===== config.mk =====
export PLATFORM = sky130hd
export DESIGN_NAME = digest_pager
export DESIGN_NICKNAME = d
export VERILOG_FILES = /design/src/rtl/digest_pager_pkg.sv /design/src/rtl/pager_debounce.sv /design/src/rtl/digest_pager.sv
export SDC_FILE = /design/constraint.sdc
export NUM_CORES = 1
export LEC_CHECK = 0
export ABC_AREA = 1
export BUFFER_PORTS_ARGS = -buffer_cell sky130_fd_sc_hd__buf_2
export CORE_UTILIZATION = 60
export DETAILED_ROUTE_END_ITERATION = 7
export PLACE_DENSITY = 0.86
export SLEW_MARGIN = 20
export SYNTH_ARGS = -nofsm -noshare
export SYNTH_HDL_FRONTEND = slang
export SYNTH_HIERARCHICAL = 1
export SYNTH_SLANG_ARGS = --single-unit
export TNS_END_PERCENT = 5

===== constraint.sdc =====
create_clock -name sysclk_125mhz -period 46.5 [get_ports sysclk_125mhz]
set_input_delay 9.3 -clock sysclk_125mhz [delete_from_list [all_inputs] [get_ports sysclk_125mhz]]
set_output_delay 9.3 -clock sysclk_125mhz [all_outputs]
set_load 0.02 [all_outputs]

===== src/rtl/digest_pager_pkg.sv =====
// Shared types and helpers for the digest pager.
// Optional feature macro: DIGEST_PAGER_HOLD_EN (adds the `hold` input to digest_pager).
package digest_pager_pkg;

    typedef enum logic [1:0] {
        MODE_MANUAL = 2'b00,
        MODE_STEP   = 2'b01,
        MODE_AUTO   = 2'b10,
        MODE_RSVD   = 2'b11
    } pager_mode_e;

    typedef enum logic {
        ST_EMPTY = 1'b0,
        ST_SHOW  = 1'b1
    } pager_state_e;

    // Counter/index width for n distinct values, never narrower than one bit.
    function automatic int clog2_min1(input int n);
        return (n < 2) ? 1 : $clog2(n);
    endfunction

endpackage


===== src/rtl/pager_debounce.sv =====
// Step button conditioner: 2-FF synchroniser, then a level filter that only
// accepts a new level after DEB_TICKS consecutive scan ticks disagreeing with
// the current one. Emits a one-clock pulse on each accepted 0->1 change.
module pager_debounce
    import digest_pager_pkg::*;
#(
    parameter int DEB_TICKS = 8
) (
    input  logic clk_i,
    input  logic rst_i,
    input  logic tick_i,
    input  logic btn_i,
    output logic rise_o
);

    localparam int CNT_W = clog2_min1(DEB_TICKS);
    localparam logic [CNT_W-1:0] CNT_LAST = CNT_W'(DEB_TICKS - 1);

    logic             sync1_q;
    logic             sync2_q;
    logic             level_q;
    logic             rise_q;
    logic [CNT_W-1:0] cnt_q;

    // Synchronise the raw button and filter it on scan ticks.
    always_ff @(posedge clk_i or posedge rst_i) begin
        if (rst_i) begin
            sync1_q <= 1'b0;
            sync2_q <= 1'b0;
            level_q <= 1'b0;
            rise_q  <= 1'b0;
            cnt_q   <= '0;
        end else begin
            sync1_q <= btn_i;
            sync2_q <= sync1_q;
            rise_q  <= 1'b0;
            if (tick_i) begin
                if (sync2_q == level_q) begin
                    cnt_q <= '0;
                end else if (cnt_q == CNT_LAST) begin
                    level_q <= sync2_q;
                    rise_q  <= sync2_q;
                    cnt_q   <= '0;
                end else begin
                    cnt_q <= cnt_q + CNT_W'(1);
                end
            end
        end
    end

    assign rise_o = rise_q;

endmodule


===== src/rtl/digest_pager.sv =====
// Digest pager: holds a captured hash digest and presents one SLICE_W-bit
// page at a time (manual / debounced step / timed auto-scroll), and produces
// the display scan tick.
// Optional feature macro: DIGEST_PAGER_HOLD_EN adds input `hold`, which
// suppresses step/auto advances and freezes the scroll counter.
module digest_pager
    import digest_pager_pkg::*;
#(
    parameter  int DIGEST_W     = 512,
    parameter  int SLICE_W      = 16,
    parameter  int TICK_DIV     = 100000,
    parameter  int SCROLL_TICKS = 5000,
    parameter  int DEB_TICKS    = 8,
    localparam int NUM_SLICES   = DIGEST_W / SLICE_W,
    localparam int IDX_W        = clog2_min1(NUM_SLICES)
) (
    input  logic                sysclk_125mhz,
    input  logic                rst,
    input  logic [DIGEST_W-1:0] digest,
    input  logic                digest_valid,
    input  logic [1:0]          mode,
    input  logic [IDX_W-1:0]    sel_idx,
    input  logic                step_btn,
`ifdef DIGEST_PAGER_HOLD_EN
    input  logic                hold,
`endif
    output logic [SLICE_W-1:0]  slice_out,
    output logic [IDX_W-1:0]    slice_idx,
    output logic                loaded,
    output logic                wrap_pulse,
    output logic                scan_tick
);

    localparam int TICK_W = clog2_min1(TICK_DIV);
    localparam int SCR_W  = clog2_min1(SCROLL_TICKS);
    localparam logic [TICK_W-1:0] TICK_LAST = TICK_W'(TICK_DIV - 1);
    localparam logic [SCR_W-1:0]  SCR_LAST  = SCR_W'(SCROLL_TICKS - 1);
    localparam logic [IDX_W-1:0]  LAST_IDX  = IDX_W'(NUM_SLICES - 1);

    pager_state_e        state_q;
    pager_mode_e         mode_q;
    pager_mode_e         mode_e;
    logic [DIGEST_W-1:0] shadow_q;
    logic [IDX_W-1:0]    idx_q, idx_d;
    logic                wrap_pend_q, wrap_d;
    logic [SLICE_W-1:0]  slice_out_q;
    logic [IDX_W-1:0]    slice_idx_q;
    logic                wrap_pulse_q;
    logic                loaded_q;
    logic [TICK_W-1:0]   tick_cnt_q, tick_cnt_d;
    logic [SCR_W-1:0]    scroll_cnt_q, scroll_cnt_d;
    logic                auto_adv;
    logic                advance;
    logic                step_rise;
    logic                adv_en;

`ifdef DIGEST_PAGER_HOLD_EN
    assign adv_en = ~hold;
`else
    assign adv_en = 1'b1;
`endif

    assign mode_e    = pager_mode_e'(mode);
    assign scan_tick = (tick_cnt_q == TICK_LAST);

    pager_debounce #(
        .DEB_TICKS (DEB_TICKS)
    ) u_deb (
        .clk_i  (sysclk_125mhz),
        .rst_i  (rst),
        .tick_i (scan_tick),
        .btn_i  (step_btn),
        .rise_o (step_rise)
    );

    // Next-state for the free-running tick divider and the auto-scroll counter.
    always_comb begin
        tick_cnt_d   = (tick_cnt_q == TICK_LAST) ? '0 : tick_cnt_q + TICK_W'(1);
        scroll_cnt_d = scroll_cnt_q;
        auto_adv     = 1'b0;
        if (mode_e != mode_q) begin
            scroll_cnt_d = '0;
        end else if (state_q == ST_SHOW && mode_e == MODE_AUTO && adv_en && scan_tick) begin
            if (scroll_cnt_q == SCR_LAST) begin
                scroll_cnt_d = '0;
                auto_adv     = 1'b1;
            end else begin
                scroll_cnt_d = scroll_cnt_q + SCR_W'(1);
            end
        end
    end

    // Next index: capture forces 0 and beats any advance; wrap flagged only on advance.
    always_comb begin
        idx_d   = idx_q;
        wrap_d  = 1'b0;
        advance = 1'b0;
        if (digest_valid) begin
            idx_d = '0;
        end else if (state_q == ST_SHOW) begin
            case (mode_e)
                MODE_STEP: advance = step_rise & adv_en;
                MODE_AUTO: advance = auto_adv;
                default:   idx_d   = (int'(sel_idx) >= NUM_SLICES) ? LAST_IDX : sel_idx;
            endcase
            if (advance) begin
                if (idx_q == LAST_IDX) begin
                    idx_d  = '0;
                    wrap_d = 1'b1;
                end else begin
                    idx_d = idx_q + IDX_W'(1);
                end
            end
        end
    end

    // Tick divider and scroll counter registers.
    always_ff @(posedge sysclk_125mhz or posedge rst) begin
        if (rst) begin
            tick_cnt_q   <= '0;
            scroll_cnt_q <= '0;
        end else begin
            tick_cnt_q   <= tick_cnt_d;
            scroll_cnt_q <= scroll_cnt_d;
        end
    end

    // Pager FSM: capture, index, and the output stage that lags the index by one edge.
    always_ff @(posedge sysclk_125mhz or posedge rst) begin
        if (rst) begin
            state_q      <= ST_EMPTY;
            loaded_q     <= 1'b0;
            mode_q       <= MODE_MANUAL;
            shadow_q     <= '0;
            idx_q        <= '0;
            wrap_pend_q  <= 1'b0;
            slice_out_q  <= '0;
            slice_idx_q  <= '0;
            wrap_pulse_q <= 1'b0;
        end else begin
            case (state_q)
                ST_EMPTY: begin
                    if (digest_valid) begin
                        state_q  <= ST_SHOW;
                        loaded_q <= 1'b1;
                    end
                end
                default: ;
            endcase
            if (digest_valid) begin
                shadow_q <= digest;
            end
            mode_q       <= mode_e;
            idx_q        <= idx_d;
            wrap_pend_q  <= wrap_d;
            slice_out_q  <= shadow_q[int'(idx_q) * SLICE_W +: SLICE_W];
            slice_idx_q  <= idx_q;
            wrap_pulse_q <= wrap_pend_q;
        end
    end

    assign slice_out  = slice_out_q;
    assign slice_idx  = slice_idx_q;
    assign loaded     = loaded_q;
    assign wrap_pulse = wrap_pulse_q;

endmodule


==> results.json <==
{
  "status": "complete, no violations",
  "slowest_delay_ns": 0.84,
  "finClkSkew_ns": 0.0146,
  "setup_slack_ns": 34.98,
  "area.growth.synth_to_final_pct": 17.3,
  "power_density_nw_per_um2": 40.1,
  "dr.pass1.iters": 6,
  "port_buffers": 546,
  "final_cell_mix": "nand2_1, dfrtp_1, buf_2, o21ai_0, nor2_1",
  "fin_crit_sh_pct": 24.8,
  "leakage_nw": 16.9,
  "antenna_found_initial": 5,
  "finalNetCount": 4362,
  "reg2reg_slack_ns": 42.73,
  "required_ns": 47.06,
  "io_pins": 547,
  "place_ws_ns": 34.42,
  "design_area_um2": 31700,
  "syn_nets": 3962,
  "cts_buffers": 57,
  "grt-ovfl-total": 0,
  "irDropWorstVdd_mv": 0.0319,
  "postCtsHoldBufs": 0,
  "die_x_um": 214,
  "via_count": 25500,
  "ys_warn_count": 6,
  "worst_pin_slew_ns": 1.24,
  "crit_chain": "buf_8, buf_4, buf_4, nor2_1, nand3_2, nand2_4, nor2_8, nand2_1, nand2_1",
  "avgSynthCellArea_um2": 7.86,
  "yosysSeqAreaShare_pct": 53.9,
  "hold_viol": 0,
  "rows": 77,
  "first_global_vias": 24000,
  "arrival_ns": 12.07,
  "hold_start": "u_deb/sync1_q",
  "cts.path.max_buffers": 3,
  "die_y_um": 214,
  "holdWs_ns": 0.345,
  "grt_usage_pct": 37.1,
  "slew_violations": 0,
  "multiInputGateArea_um2": 10800,
  "synth_area_um2": 27000,
  "cts_resized": 0,
  "gp_congestion": 0.908,
  "setup_viol": 0,
  "maxSlewHeadroom_pct": 17.5,
  "cts_tree": "built",
  "critPathLaunchType": "input port",
  "fin_crit_ns": 11.52,
  "wire_per_inst_um": 19.2,
  "crit_fanout": 114,
  "min_path_type": "reg2reg",
  "synth-edff-count": 0,
  "core_um2": 44300,
  "post_cts_buffers": 0,
  "clkTransAtPathRegs_ns": 0.06,
  "dieArea_um2": 45800,
  "syn_inst": 3431,
  "max_freq_ghz": 0.0868,
  "wirelength_um": 85900,
  "ys_types": 43,
  "synth_flop_cell": "dfrtp_1",
  "first_iter_violations": 3328,
  "rsz0062_at_grt": "false",
  "rr_startpoint": "idx_q[0]",
  "htreeDepth": 2,
  "maxCapViolCount": 0,
  "fill_cells": 3416,
  "crit_slowest_cell": "buf_4",
  "initial_utilization_pct": 60.9,
  "end_kind": "flop",
  "critPathCapture": "idx_q[2]",
  "final_common_cell": "nand2_1",
  "antenna_left": 0,
  "regArea_um2": 14500,
  "grt_max_degree": 249,
  "critPathKind": "in2reg",
  "r2r_end": "slice_out[7]",
  "drc": 0,
  "post-route-util_pct": 71.4,
  "dpl.hpwl_um": 56100,
  "clock_sinks": 581,
  "grt_pass1_wl_um": 132000,
  "async_flop_share_pct": 100,
  "cp-startpoint": "digest_valid",
  "ys_ff_latch": 581,
  "tns_ns": 0,
  "routed_via_density": 5.72,
  "dpl_cell_area_um2": 29600,
  "worstRegToRegCells": 8,
  "clock-root-buffer": "clkbuf_16",
  "layout-drive-gt1-share_pct": 17.9,
  "clk_latency_ns": 0.62
}
## report_power, final
part / internal (mW) / leakage, nW / switching [mW]
Combinational: 0.0629 / 8.76 / 0.134
Sequential: 0.550 / 7.12 / 0.0258
Clock: 0.298 / 0.987 / 0.199
## cells by family after synthesis
kind of cell / after synthesis / synth area share (%)
simple gates: 1871 / 27.1
compound gates: 593 / 12.3
flops: 581 / 53.9
buf+inv: 365 / 5.93
xor+xnor: 13 / 0.422
fa+ha+maj: 8 / 0.371
## cells in the mapped netlist (4+ instances only)
library cell,instances,area (µm²)
buf_6,6,67.6
dfrtp_1,581,14500
a21oi_1,113,566
xor2_1,13,114
nand3_1,71,355
o31ai_1,5,37.5
o211ai_1,45,338
buf_4,13,97.6
o21ai_0,327,1640
nand4_1,13,81.3
nor2_1,224,841
nor3_1,10,50.1
inv_2,5,18.8
buf_1,15,56.3
buf_2,103,515
nor2_4,4,45.0
nand2_1,1522,5710
inv_1,132,495
o22ai_1,12,75.1
clkbuf_1,87,327
o21ai_1,36,180
nand2_2,5,31.3
ha_1,8,100
nand3b_1,4,30.0
o221ai_1,49,429
## critical path: cells and delay by family
kind / cells / cell delay (ns)
buf+inv: 3 / 1.97
simple gates: 6 / 0.67
## worst min-delay path by stage
stage,cells after the start,end
2_1_floorplan,0,u_deb/sync2_q
3_3_place_gp,0,wrap_pulse
3_5_place_dp,0,u_deb/sync2_q
4_1_cts,0,u_deb/sync2_q
5_1_grt,0,u_deb/sync2_q
6_report,0,u_deb/sync2_q
## per-layer routing
metal  vias to the layer above  routed length (µm)  track usage [%]
met5                         -                  33                0
met4                         6                5130             20.2
met3                       280                7750             6.41
met2                      1467               39100             56.4
met1                     12000               34000             51.0
li1                      11700                   -                -
## stage by stage
step                std cells  power [mW]
global route             4466        1.32
finish                   4467        1.27
global placement         4363       0.770
detailed placement       4363       0.776
floorplan                3431       0.696
CTS                      4463        1.27
## state kept, by name, indices dropped and copies added, names as in the netlist
signal	count
idx_q	5
loaded	1
mode_q	2
scroll_cnt_q	13
shadow_q	512
slice_idx	5
slice_out	16
state_q	1
tick_cnt_q	17
u_deb/cnt_q	3
u_deb/level_q	1
u_deb/rise_o	1
u_deb/sync1_q	1
u_deb/sync2_q	1
wrap_pend_q	1
wrap_pulse	1
## final cells by class
type                       count  area share (%)
clock inverter                22            1.10
inverter                     138            1.73
multi-input combinational   2485            34.3
sequential                   581            45.9
timing repair buffer         568            9.37
clock buffer                  78            5.24
antenna                        3          0.0237
tap                          592            2.34
No activity file was read; power rests on OpenSTA's default activity.
